## src/rtl/cnn_pkg.sv

```systemverilog
// Shared constants, FSM encoding and width helper for the CNN back-end stages.
package cnn_pkg;

  localparam int PIX    = 16;
  localparam int OFM_DW = 16;
  localparam int OFM_AW = 32;

  typedef enum logic [1:0] {
    ST_IDLE  = 2'd0,
    ST_READ  = 2'd1,
    ST_DRAIN = 2'd2,
    ST_FIN   = 2'd3
  } cls_state_e;

  // Elaboration-time ceil(log2(value)); 0 for value <= 1.
  function automatic int clog2(input int value);
    int r;
    r = 0;
    for (int i = 0; i < 31; i++) begin
      if ((1 << i) < value) r = i + 1;
    end
    return r;
  endfunction

endpackage

```

## src/rtl/ofm_rd_addr_gen.sv

```systemverilog
// Walks the OFM filter-major, one read per cycle, and tags each read with
// (valid, pixel, filter) delayed one cycle to line up with the returning data.
module ofm_rd_addr_gen
  import cnn_pkg::*;
#(
  parameter int  N   = 4,
  parameter int  AW  = OFM_AW,
  parameter int  PIX = cnn_pkg::PIX,
  localparam int FW  = clog2(N),
  localparam int PW  = clog2(PIX)
) (
  input  logic          clk,
  input  logic          rst_n,
  input  logic          load,
  input  logic [AW-1:0] base_adr,
  output logic          rd_en,
  output logic [AW-1:0] rd_adr,
  output logic          last_rd,
  output logic          d_valid,
  output logic [PW-1:0] d_p,
  output logic [FW-1:0] d_f
);

  localparam logic [PW-1:0] P_LAST = PW'(PIX - 1);
  localparam logic [FW-1:0] F_LAST = FW'(N - 1);

  logic          reading;
  logic [AW-1:0] base_q;
  logic [PW-1:0] p;
  logic [FW-1:0] f;

  assign rd_en   = reading;
  // Modulo-2^AW add: a base near the top of the address space wraps to 0.
  assign rd_adr  = base_q + AW'(f) * AW'(PIX) + AW'(p);
  assign last_rd = reading && (p == P_LAST) && (f == F_LAST);

  always_ff @(posedge clk) begin
    if (!rst_n) begin
      reading <= 1'b0;
      base_q  <= '0;
      p       <= '0;
      f       <= '0;
      d_valid <= 1'b0;
      d_p     <= '0;
      d_f     <= '0;
    end else begin
      d_valid <= reading;
      d_p     <= p;
      d_f     <= f;
      if (load) begin
        reading <= 1'b1;
        base_q  <= base_adr;
        p       <= '0;
        f       <= '0;
      end else if (reading) begin
        if (p == P_LAST) begin
          p <= '0;
          if (f == F_LAST) begin
            f       <= '0;
            reading <= 1'b0;
          end else begin
            f <= f + 1'b1;
          end
        end else begin
          p <= p + 1'b1;
        end
      end
    end
  end

endmodule

```

## src/rtl/ofm_classifier.sv

```systemverilog
// Sums each filter's pooled OFM words and reports the filter with the largest
// signed sum (lowest index on ties) as the class result.
module ofm_classifier
  import cnn_pkg::*;
#(
  parameter int  N   = 4,
  parameter int  DW  = OFM_DW,
  parameter int  AW  = OFM_AW,
  parameter int  PIX = cnn_pkg::PIX,
  localparam int IW  = clog2(N),
  localparam int SW  = DW + 4,
  localparam int PW  = clog2(PIX)
) (
  input  logic          clk,
  input  logic          rst_n,
  input  logic          start,
  input  logic [AW-1:0] base_adr,
  output logic          ofm_rd_en,
  output logic [AW-1:0] ofm_rd_adr,
  input  logic [DW-1:0] ofm_rd_data,
  output logic          busy,
  output logic          done,
  output logic [IW-1:0] class_idx,
  output logic [SW-1:0] class_score,
  output cls_state_e    dbg_state
);

  // Protocol: start is a level sampled only in IDLE (ignored while busy or
  // in FIN, never queued); done is a one-cycle pulse in FIN, and class_idx /
  // class_score stay valid from then until the next result or reset.

  localparam logic [PW-1:0] P_LAST = PW'(PIX - 1);

  cls_state_e state;

  logic                 load;
  logic                 last_rd;
  logic                 d_valid;
  logic [PW-1:0]        d_p;
  logic [IW-1:0]        d_f;

  logic signed [SW-1:0] acc;
  logic signed [SW-1:0] best;
  logic [IW-1:0]        idx;
  logic signed [SW-1:0] word_ext;
  logic signed [SW-1:0] total;
  logic signed [SW-1:0] best_nxt;
  logic [IW-1:0]        idx_nxt;

  assign load      = (state == ST_IDLE) && start;
  assign dbg_state = state;

  ofm_rd_addr_gen #(
    .N   (N),
    .AW  (AW),
    .PIX (PIX)
  ) u_addr_gen (
    .clk      (clk),
    .rst_n    (rst_n),
    .load     (load),
    .base_adr (base_adr),
    .rd_en    (ofm_rd_en),
    .rd_adr   (ofm_rd_adr),
    .last_rd  (last_rd),
    .d_valid  (d_valid),
    .d_p      (d_p),
    .d_f      (d_f)
  );

  assign word_ext = {{(SW - DW){ofm_rd_data[DW-1]}}, ofm_rd_data};
  assign total    = acc + word_ext;

  // Filter 0 always seeds best so an all-negative map still yields a winner.
  always_comb begin
    best_nxt = best;
    idx_nxt  = idx;
    if (d_valid && (d_p == P_LAST) && ((d_f == '0) || (total > best))) begin
      best_nxt = total;
      idx_nxt  = d_f;
    end
  end

  always_ff @(posedge clk) begin
    if (!rst_n) begin
      state       <= ST_IDLE;
      busy        <= 1'b0;
      done        <= 1'b0;
      class_idx   <= '0;
      class_score <= '0;
      acc         <= '0;
      best        <= '0;
      idx         <= '0;
    end else begin
      if (d_valid) begin
        acc  <= (d_p == P_LAST) ? '0 : total;
        best <= best_nxt;
        idx  <= idx_nxt;
      end
      case (state)
        ST_IDLE: begin
          if (start) begin
            state <= ST_READ;
            busy  <= 1'b1;
            acc   <= '0;
            best  <= '0;
            idx   <= '0;
          end
        end
        ST_READ: begin
          if (last_rd) state <= ST_DRAIN;
        end
        ST_DRAIN: begin
          // Last word lands now; register the result so done rises with FIN.
          class_idx   <= idx_nxt;
          class_score <= best_nxt;
          done        <= 1'b1;
          busy        <= 1'b0;
          state       <= ST_FIN;
        end
        ST_FIN: begin
          done  <= 1'b0;
          state <= ST_IDLE;
        end
        default: state <= ST_IDLE;
      endcase
    end
  end

endmodule

```

## config.mk

```make
export PLATFORM = sky130hd
export DESIGN_NAME = ofm_classifier
export DESIGN_NICKNAME = d
export VERILOG_FILES = /design/src/rtl/cnn_pkg.sv /design/src/rtl/ofm_rd_addr_gen.sv /design/src/rtl/ofm_classifier.sv
export SDC_FILE = /design/constraint.sdc
export NUM_CORES = 1
export LEC_CHECK = 0
export ABC_AREA = 1
export CORE_UTILIZATION = 30
export CTS_CLUSTER_DIAMETER = 150
export DETAILED_ROUTE_END_ITERATION = 7
export GPL_ROUTABILITY_DRIVEN = 0
export SYNTH_ARGS = -nofsm -noshare
export SYNTH_HDL_FRONTEND = slang
export SYNTH_HIERARCHICAL = 1
export SYNTH_SLANG_ARGS = --single-unit
```

## constraint.sdc

```tcl
create_clock -name clk -period 3.9 [get_ports clk]
set_input_delay 0.78 -clock clk [delete_from_list [all_inputs] [get_ports clk]]
set_output_delay 0.78 -clock clk [all_outputs]
set_load 0.01 [all_outputs]
```

==> summary.txt, run 1 <==
Global routing
  • Grt met3 use: 4.27%
  • Pin count of the biggest net entering global routing: 53
  • Global route overflow: 0
  • Number of antenna violations at the first check in global routing: 0
  • GR Layer Usage met1: 23.1%
  • Vias in the first global route: 7304
  • Layer with the highest usage after global routing: met2
  • Met2 Use GR: 28.1%
  • Global-route usage over all layers: 17.5%
  • Wire length of the first global-routing pass: 35.8 mm

Drt
  • Overall routed net length: 22.1 mm
  • DRC Markers: 0
  • Vias after detailed routing: 7658
  • Via/cell ratio: 4.64
  • Number of DRC markers in iteration 0: 414
  • Number of detailed-route iterations in the first pass: 7
  • Routed Antenna Nets: 0
  • Post-detailed-route wirelength per cell: 13.4 um

Pwr
  • Maximum VDD drop: 317 uV
  • LEAKAGE: 4.77 nW
  • Power density relative to cell area: 483 nW/um2
  • Post-layout total power: 4.98 mW

Yosys
  • Yosys warning total: 6
  • Distinct cell type count of the synthesized netlist: 44
  • Compound-cell area share of the yosys netlist: 10.4%
  • Largest family of logic cells by synthesized area: simple AND/OR/NAND/NOR gates
  • Total standard cell area after synthesis: 7430 um2
  • Sequential element share of the synthesized area: 30.7%
  • Fraction of synthesized cell area in xor and xnor cells: 3.65%
  • Flip-flop cell with the highest count after synthesis: sky130_fd_sc_hd__dfxtp_1
  • Count of flip-flops with a built-in enable after synthesis: 0
  • Fraction of registers with async set/reset: 0%
  • Net Count, Synth: 1246
  • Mean instance size in the synthesized netlist: 6.51 um2
  • Share of synthesized area spent on multiplexers: 0%
  • Gate Count Post-Synth: 1142
  • Cell taking the most area after synthesis: sky130_fd_sc_hd__dfxtp_1
  • Synth Register Bits: 114
  • Post-synthesis adder-cell area fraction: 9.12%
  • Fraction of synthesized cell area taken by the top area cell type: 30.7%
  • Area fraction in and, or, nand and nor cells after synthesis: 35.8%
  • Largest cells by area after synthesis: sky130_fd_sc_hd__dfxtp_1 31%, sky130_fd_sc_hd__nand2_1 14%, sky130_fd_sc_hd__ha_1 8.6%

STA
  • Setup-violating endpoint count in the final report: 0
  • Final max-slew violation count: 0
  • Shortest clock period the worst path allows after layout: 3.70 ns
  • Slew @ Worst Pin: 0.857 ns
  • FMAX: 270 MHz
  • Tcrit/Tclk final: 94.8%
  • Setup_tns: 0 ns
  • Worst-case hold slack: 0.471 ns
  • Normalized max-slew margin: 42.8%
  • Hold Violations, Final: 0
  • Clock skew: 0.0103 ns

Clocking
  • CTS root buffer: sky130_fd_sc_hd__clkbuf_16
  • Inserted Clock Buffers: 17
  • Sinks on the clock net: 114
  • CTS H-tree depth: 4
  • CTS tree: done
  • Clock slew at the register clock pins of the worst setup and hold paths: 0.05 ns
  • Insertion delay to the later sink of the worst-skew pair: 0.42 ns
  • Number of buffers between clock root and the deepest sink: 2

Worst setup path
  • Worst setup path class: in2reg
  • Arrival time at the worst endpoint: 4.01 ns
  • Type of origin of the critical path: input port
  • Critical-path maximum fanout: 5
  • Critical Path Sink Type: register
  • Data required time at the worst endpoint: 4.21 ns

Cells and area
  • Post-layout util: 42.4%
  • Layout Area Growth over Synthesis: 38.8%
  • Number of nets in the final layout: 1418
  • Final instance area: 10300 um2
  • Multi-input combinational cell area: 4790 um2
  • Layout cells sized above 1: 17.1%
  • Count of fill cells added during filler insertion: 2476
  • Count of inserted antenna diode cells: 0
  • Area used by sequential logic in the layout: 2280 um2

Placement
  • Buffers on Ports: 109
  • Total half-perimeter wirelength after legalization and detailed placement: 16.4 mm
  • Instance area after placement: 9370 um2

Floorplan
  • Core area: 24300 um2
  • Die height: 159 um
  • Floorplan die area: 25400 um2
  • Die width: 159 um
  • Floorplan row count: 57
  • Starting density of the core: 30.6%
  • I/O pin count: 110

Outcome
  • Run status: completed

Hold path
  • Type of the worst min-delay path: reg2reg

Run
  • Number of maximum-capacitance violations: 0
metal layers:
layer	wire length [um]	part of all wire, %	vias to the layer above
met2	10100	46	201
met3	1310	5.9	22
met5	0	0	-
met4	240	1.1	0
li1	-	-	3992
met1	10400	47	3443
kinds of logic after synthesis:
logic type | after synthesis
buffers and inverters | 194
and+or+nand+nor | 603
DFF | 114
xor gates and xnor gates | 31
adders and majority gates | 53
AOI/OAI and AO/OA | 147
worst paths after layout:
check | from | to | slack [ns] | cells past startpoint
max | ofm_rd_data[5] | class_score[19]$_SDFFE_PN0P_ | 0.20 | 25
min | acc[18]$_SDFF_PN0_ | acc[18]$_SDFF_PN0_ | 0.47 | 2
max reg2reg | acc[9]$_SDFF_PN0_ | class_score[19]$_SDFFE_PN0P_ | 0.67 | 24
min reg2reg | acc[18]$_SDFF_PN0_ | acc[18]$_SDFF_PN0_ | 0.47 | 2
registers in the layout, indices dropped and copies added, names as in the netlist, 2 cells and up:
name	cells
u_addr_gen/d_p	4
u_addr_gen/p	4
dbg_state	2
class_score	20
best	20
class_idx	2
u_addr_gen/f	2
u_addr_gen/d_f	2
u_addr_gen/base_q	32
acc	20
idx	2
worst max-delay path: stages:
cell	delay, ns
sky130_fd_sc_hd__clkdlybuf4s50_1	0.52
sky130_fd_sc_hd__ha_4	0.23
sky130_fd_sc_hd__nand2_1	0.13
sky130_fd_sc_hd__inv_1	0.08
sky130_fd_sc_hd__a21oi_2	0.17
sky130_fd_sc_hd__nand2_1	0.12
sky130_fd_sc_hd__a21oi_1	0.17
sky130_fd_sc_hd__xnor2_1	0.14
sky130_fd_sc_hd__ha_1	0.32
sky130_fd_sc_hd__nand2_1	0.09
sky130_fd_sc_hd__nor2_2	0.13
sky130_fd_sc_hd__nand2_1	0.09
sky130_fd_sc_hd__nor2_2	0.13
sky130_fd_sc_hd__nand2_1	0.08
sky130_fd_sc_hd__nand3_1	0.08
sky130_fd_sc_hd__nand2_1	0.05
sky130_fd_sc_hd__nand2_1	0.06
sky130_fd_sc_hd__nand2_2	0.06
sky130_fd_sc_hd__nand2_4	0.08
sky130_fd_sc_hd__nand2_4	0.08
sky130_fd_sc_hd__buf_4	0.18
sky130_fd_sc_hd__nand2_2	0.06
sky130_fd_sc_hd__nand3_1	0.07
sky130_fd_sc_hd__nand2_1	0.08
sky130_fd_sc_hd__inv_1	0.04
layout by cell type (no fill, tap or decap), drive strengths merged, types with 4 or more instances in the layout:
| master | count |
|---|---|
| xor2 | 24 |
| o21ai | 45 |
| nand4 | 16 |
| nand2 | 311 |
| dfxtp | 114 |
| buf | 81 |
| clkinv | 5 |
| nor3 | 16 |
| nor2 | 137 |
| inv | 156 |
| clkbuf | 24 |
| clkdlybuf4s50 | 105 |
| nand3b | 4 |
| xnor2 | 7 |
| ha | 51 |
| a21oi | 89 |
| nand3 | 112 |
what timing repair did:
action                     CTS  global route
resized for setup            4            74
pin swaps                    0             7
setup buffers                0             1
hold buffers                 0             0
setup endpoints to repair   44            44
cell usage after synthesis (2+ instances only):
library cell               instances
sky130_fd_sc_hd__a21o_1            3
sky130_fd_sc_hd__fa_1              2
sky130_fd_sc_hd__xnor2_1           7
sky130_fd_sc_hd__o21bai_1          3
sky130_fd_sc_hd__dfxtp_1         114
sky130_fd_sc_hd__clkbuf_1         25
sky130_fd_sc_hd__inv_1           148
sky130_fd_sc_hd__nand2_2          31
sky130_fd_sc_hd__o21ai_0          41
sky130_fd_sc_hd__xor2_1           24
sky130_fd_sc_hd__nand3_1         112
sky130_fd_sc_hd__nand2_1         276
sky130_fd_sc_hd__buf_2             6
sky130_fd_sc_hd__nand2_4           4
sky130_fd_sc_hd__nor2_2            9
sky130_fd_sc_hd__inv_2             8
sky130_fd_sc_hd__nor3_1           15
sky130_fd_sc_hd__nor3b_1           2
sky130_fd_sc_hd__nor2_1          125
sky130_fd_sc_hd__o21ai_1           4
sky130_fd_sc_hd__and2_1            2
sky130_fd_sc_hd__nand3b_1          4
sky130_fd_sc_hd__ha_1             51
sky130_fd_sc_hd__nand4_1          16
sky130_fd_sc_hd__nor2_4            3
sky130_fd_sc_hd__buf_4             2
sky130_fd_sc_hd__a21oi_1          88
through the flow:
step / std cells / worst slack (ns)
after floorplan: 1142 / 0.374
after global placement: 1618 / -0.484
after detailed placement: 1618 / -0.529
after CTS: 1648 / 0.101
after global routing: 1649 / -0.0430
final: 1649 / 0.201
final cells by class:
class	count	area share (%)
clock inverters	6	0.558
flip-flops and latches	114	22.1
well taps	324	3.93
inverters	157	5.71
clock buffers	24	4.57
multi-input cells	834	46.4
repair buffers	190	16.7
report_power, final:
group	switching (mW)	internal, mW
sequential	0.209	1.40
clock	0.522	0.895
combinational	1.06	0.900
(Power assumes the default switching activity.)
==> run 2: changes to the inputs <==
--- a/config.mk
+++ b/config.mk
@@ -10,6 +10,7 @@
 export CTS_CLUSTER_DIAMETER = 150
 export DETAILED_ROUTE_END_ITERATION = 7
 export GPL_ROUTABILITY_DRIVEN = 0
+export SETUP_SLACK_MARGIN = 0.02
 export SYNTH_ARGS = -nofsm -noshare
 export SYNTH_HDL_FRONTEND = slang
 export SYNTH_HIERARCHICAL = 1
==> summary.txt, run 2 (synthesized netlist as in run 1, its figures left out) <==
Clocking
  • CTS root buffer: sky130_fd_sc_hd__clkbuf_16
  • CTS H-tree depth: 4 (unchanged)
  • Clock slew at the register clock pins of the worst setup and hold paths: 0.05 ns (about the same)
  • Sinks on the clock net: 114 (unchanged)
  • CTS tree: done
  • Insertion delay to the later sink of the worst-skew pair: 0.42 ns (about the same)
  • Number of buffers between clock root and the deepest sink: 2 (unchanged)
  • Inserted Clock Buffers: 17 (unchanged)

Cells and area
  • Leading cell type in the layout, fill and taps excluded: sky130_fd_sc_hd__nand2_1
  • Count of fill cells added during filler insertion: 2469 (-0.28%)
  • Layout cells sized above 1: 17.7% (+0.68 points)
  • Multi-input combinational cell area: 4860 um2 (+1.4%)
  • Max reg flops: 32 (unchanged)
  • Commonest non-fill, non-tap cells in the layout: 261 x sky130_fd_sc_hd__nand2_1, 148 x sky130_fd_sc_hd__inv_1, 120 x sky130_fd_sc_hd__nor2_1
  • Largest register by flop count: u_addr_gen/base_q
  • Area used by sequential logic in the layout: 2280 um2 (unchanged)
  • Layout Area Growth over Synthesis: 39.8%
  • Number of nets in the final layout: 1418 (unchanged)
  • Final instance area: 10400 um2 (+0.70%)
  • Count of inserted antenna diode cells: 0 (unchanged)

Global routing
  • Pin count of the biggest net entering global routing: 53 (unchanged)
  • Global-route usage over all layers: 17.5% (unchanged)
  • Number of antenna violations at the first check in global routing: 0 (unchanged)
  • Vias in the first global route: 7304 (unchanged)
  • Wire length of the first global-routing pass: 35.8 mm (unchanged)
  • Global route overflow: 0 (unchanged)

Drt
  • Routed Antenna Nets: 0 (unchanged)
  • Via/cell ratio: 4.65 (+0.17%)
  • Number of DRC markers in iteration 0: 389 (-6.0%)
  • Vias after detailed routing: 7671 (+0.17%)
  • DRC Markers: 0 (unchanged)
  • Overall routed net length: 22.3 mm (+0.90%)
  • Number of detailed-route iterations in the first pass: 5 (-2)
  • Post-detailed-route wirelength per cell: 13.5 um (+0.90%)

Worst setup path
  • Reg-to-reg setup timing slack: 0.69 ns (+0.02 ns)
  • Slowest cell delay on critical path: 0.42 ns (-0.10 ns)
  • Type of origin of the critical path: input port
  • Data required time at the worst endpoint: 4.21 ns (about the same)
  • Arrival time at the worst endpoint: 3.98 ns (-0.03 ns)
  • CP max-delay cell: sky130_fd_sc_hd__clkdlybuf4s50_1
  • Buffers plus inverters on the worst setup path: 4 (unchanged)
  • Top cell by count, worst path: sky130_fd_sc_hd__nand2_1
  • Top cell family by delay on the critical path: simple AND/OR/NAND/NOR gates
  • Critical-path maximum fanout: 6 (+1)
  • Worst setup path class: in2reg
  • Critical Path Sink Type: register

Floorplan
  • Core area: 24300 um2 (unchanged)
  • Floorplan die area: 25400 um2 (unchanged)
  • Starting density of the core: 30.6% (unchanged)
  • Die height: 159 um (unchanged)
  • Die width: 159 um (unchanged)
  • I/O pin count: 110 (unchanged)
  • Floorplan row count: 57 (unchanged)

STA
  • Slew @ Worst Pin: 0.860 ns (+0.00234 ns)
  • Final max-slew violation count: 0 (unchanged)
  • Shortest clock period the worst path allows after layout: 3.67 ns (-0.0311 ns)
  • Hold Violations, Final: 0 (unchanged)
  • Clock skew: 0.0105 ns (+0.000219 ns)
  • Tcrit/Tclk final: 94.0% (-0.80 points)
  • Normalized max-slew margin: 42.6% (-0.16 points)
  • Setup-violating endpoint count in the final report: 0 (unchanged)
  • FMAX: 273 MHz (+0.85%)

Pwr
  • Power density relative to cell area: 481 nW/um2 (-0.42%)
  • LEAKAGE: 4.79 nW (+0.41%)
  • Maximum VDD drop: 317 uV (about the same)
  • Post-layout total power: 5.00 mW (+0.28%)

Placement
  • Buffers on Ports: 109 (unchanged)
  • Total half-perimeter wirelength after legalization and detailed placement: 16.4 mm (unchanged)
  • Instance area after placement: 9370 um2 (unchanged)

Outcome
  • Run status: completed

Hold path
  • Type of the worst min-delay path: reg2reg

Run
  • Number of maximum-capacitance violations: 0 (unchanged)
run 2: per-layer routing:
metal | global-route usage (%) | part of all wire [%]
met5 | 0 | 0
met4 | 4.94 | 1.0
met3 | 4.27 | 5.4
met2 | 28.1 | 46
met1 | 23.1 | 48
run 2: layout make-up:
type	instances	share of cell area, %
clock buffers	24	4.54
clock inverters	6	0.554
inverters	157	5.67
multi-input cells	834	46.7
flip-flops and latches	114	22.0
well taps	324	3.90
repair buffers	190	16.6
run 2: per-stage QoR:
step / setup TNS [ns] / instances / util [%] / setup slack (ns) / hold WS, ns
CTS: 0 / 1648 / 40.8 / 0.101 / 0.473
detailed placement: -21.85 / 1618 / 38.5 / -0.529 / 0.465
global placement: -19.91 / 1618 / 38.5 / -0.484 / 0.460
floorplan: 0 / 1142 / - / 0.374 / 0.437
finish: 0 / 1649 / 42.7 / 0.232 / 0.473
global route: -0.0132 / 1649 / 42.7 / -0.0132 / 0.503
run 2: path summary, 6_finish.rpt:
kind	end	cells after the start	from
worst max-delay path	class_score[8]$_SDFFE_PN0P_	26	ofm_rd_data[0]
worst min-delay path	u_addr_gen/d_f[1]$_SDFF_PN0_	2	u_addr_gen/f[1]$_SDFFE_PP0P_
worst max register to register	class_score[7]$_SDFFE_PN0P_	24	acc[7]$_SDFF_PN0_
worst min register to register	u_addr_gen/d_f[1]$_SDFF_PN0_	2	u_addr_gen/f[1]$_SDFFE_PP0P_
run 2: report_power, final:
group	total, mW	switching, mW	internal (mW)
Clock	1.42	0.523	0.895
Sequential	1.61	0.211	1.40
Combinational	1.97	1.06	0.906
run 2: what timing repair did:
item                                    CTS  global route
gates resized for setup                   4            88
pin swaps                                 0            17
setup buffers                             0             1
endpoints found under the hold margin     0             0
hold buffers                              0             0
endpoints found under the setup margin   44            44
run 2: tightest hold or removal path, cell delays in order, from the launching register on:
cell and delay, ns:
sky130_fd_sc_hd__dfxtp_1 0.33, sky130_fd_sc_hd__nand2_1 0.07, sky130_fd_sc_hd__inv_1 0.03
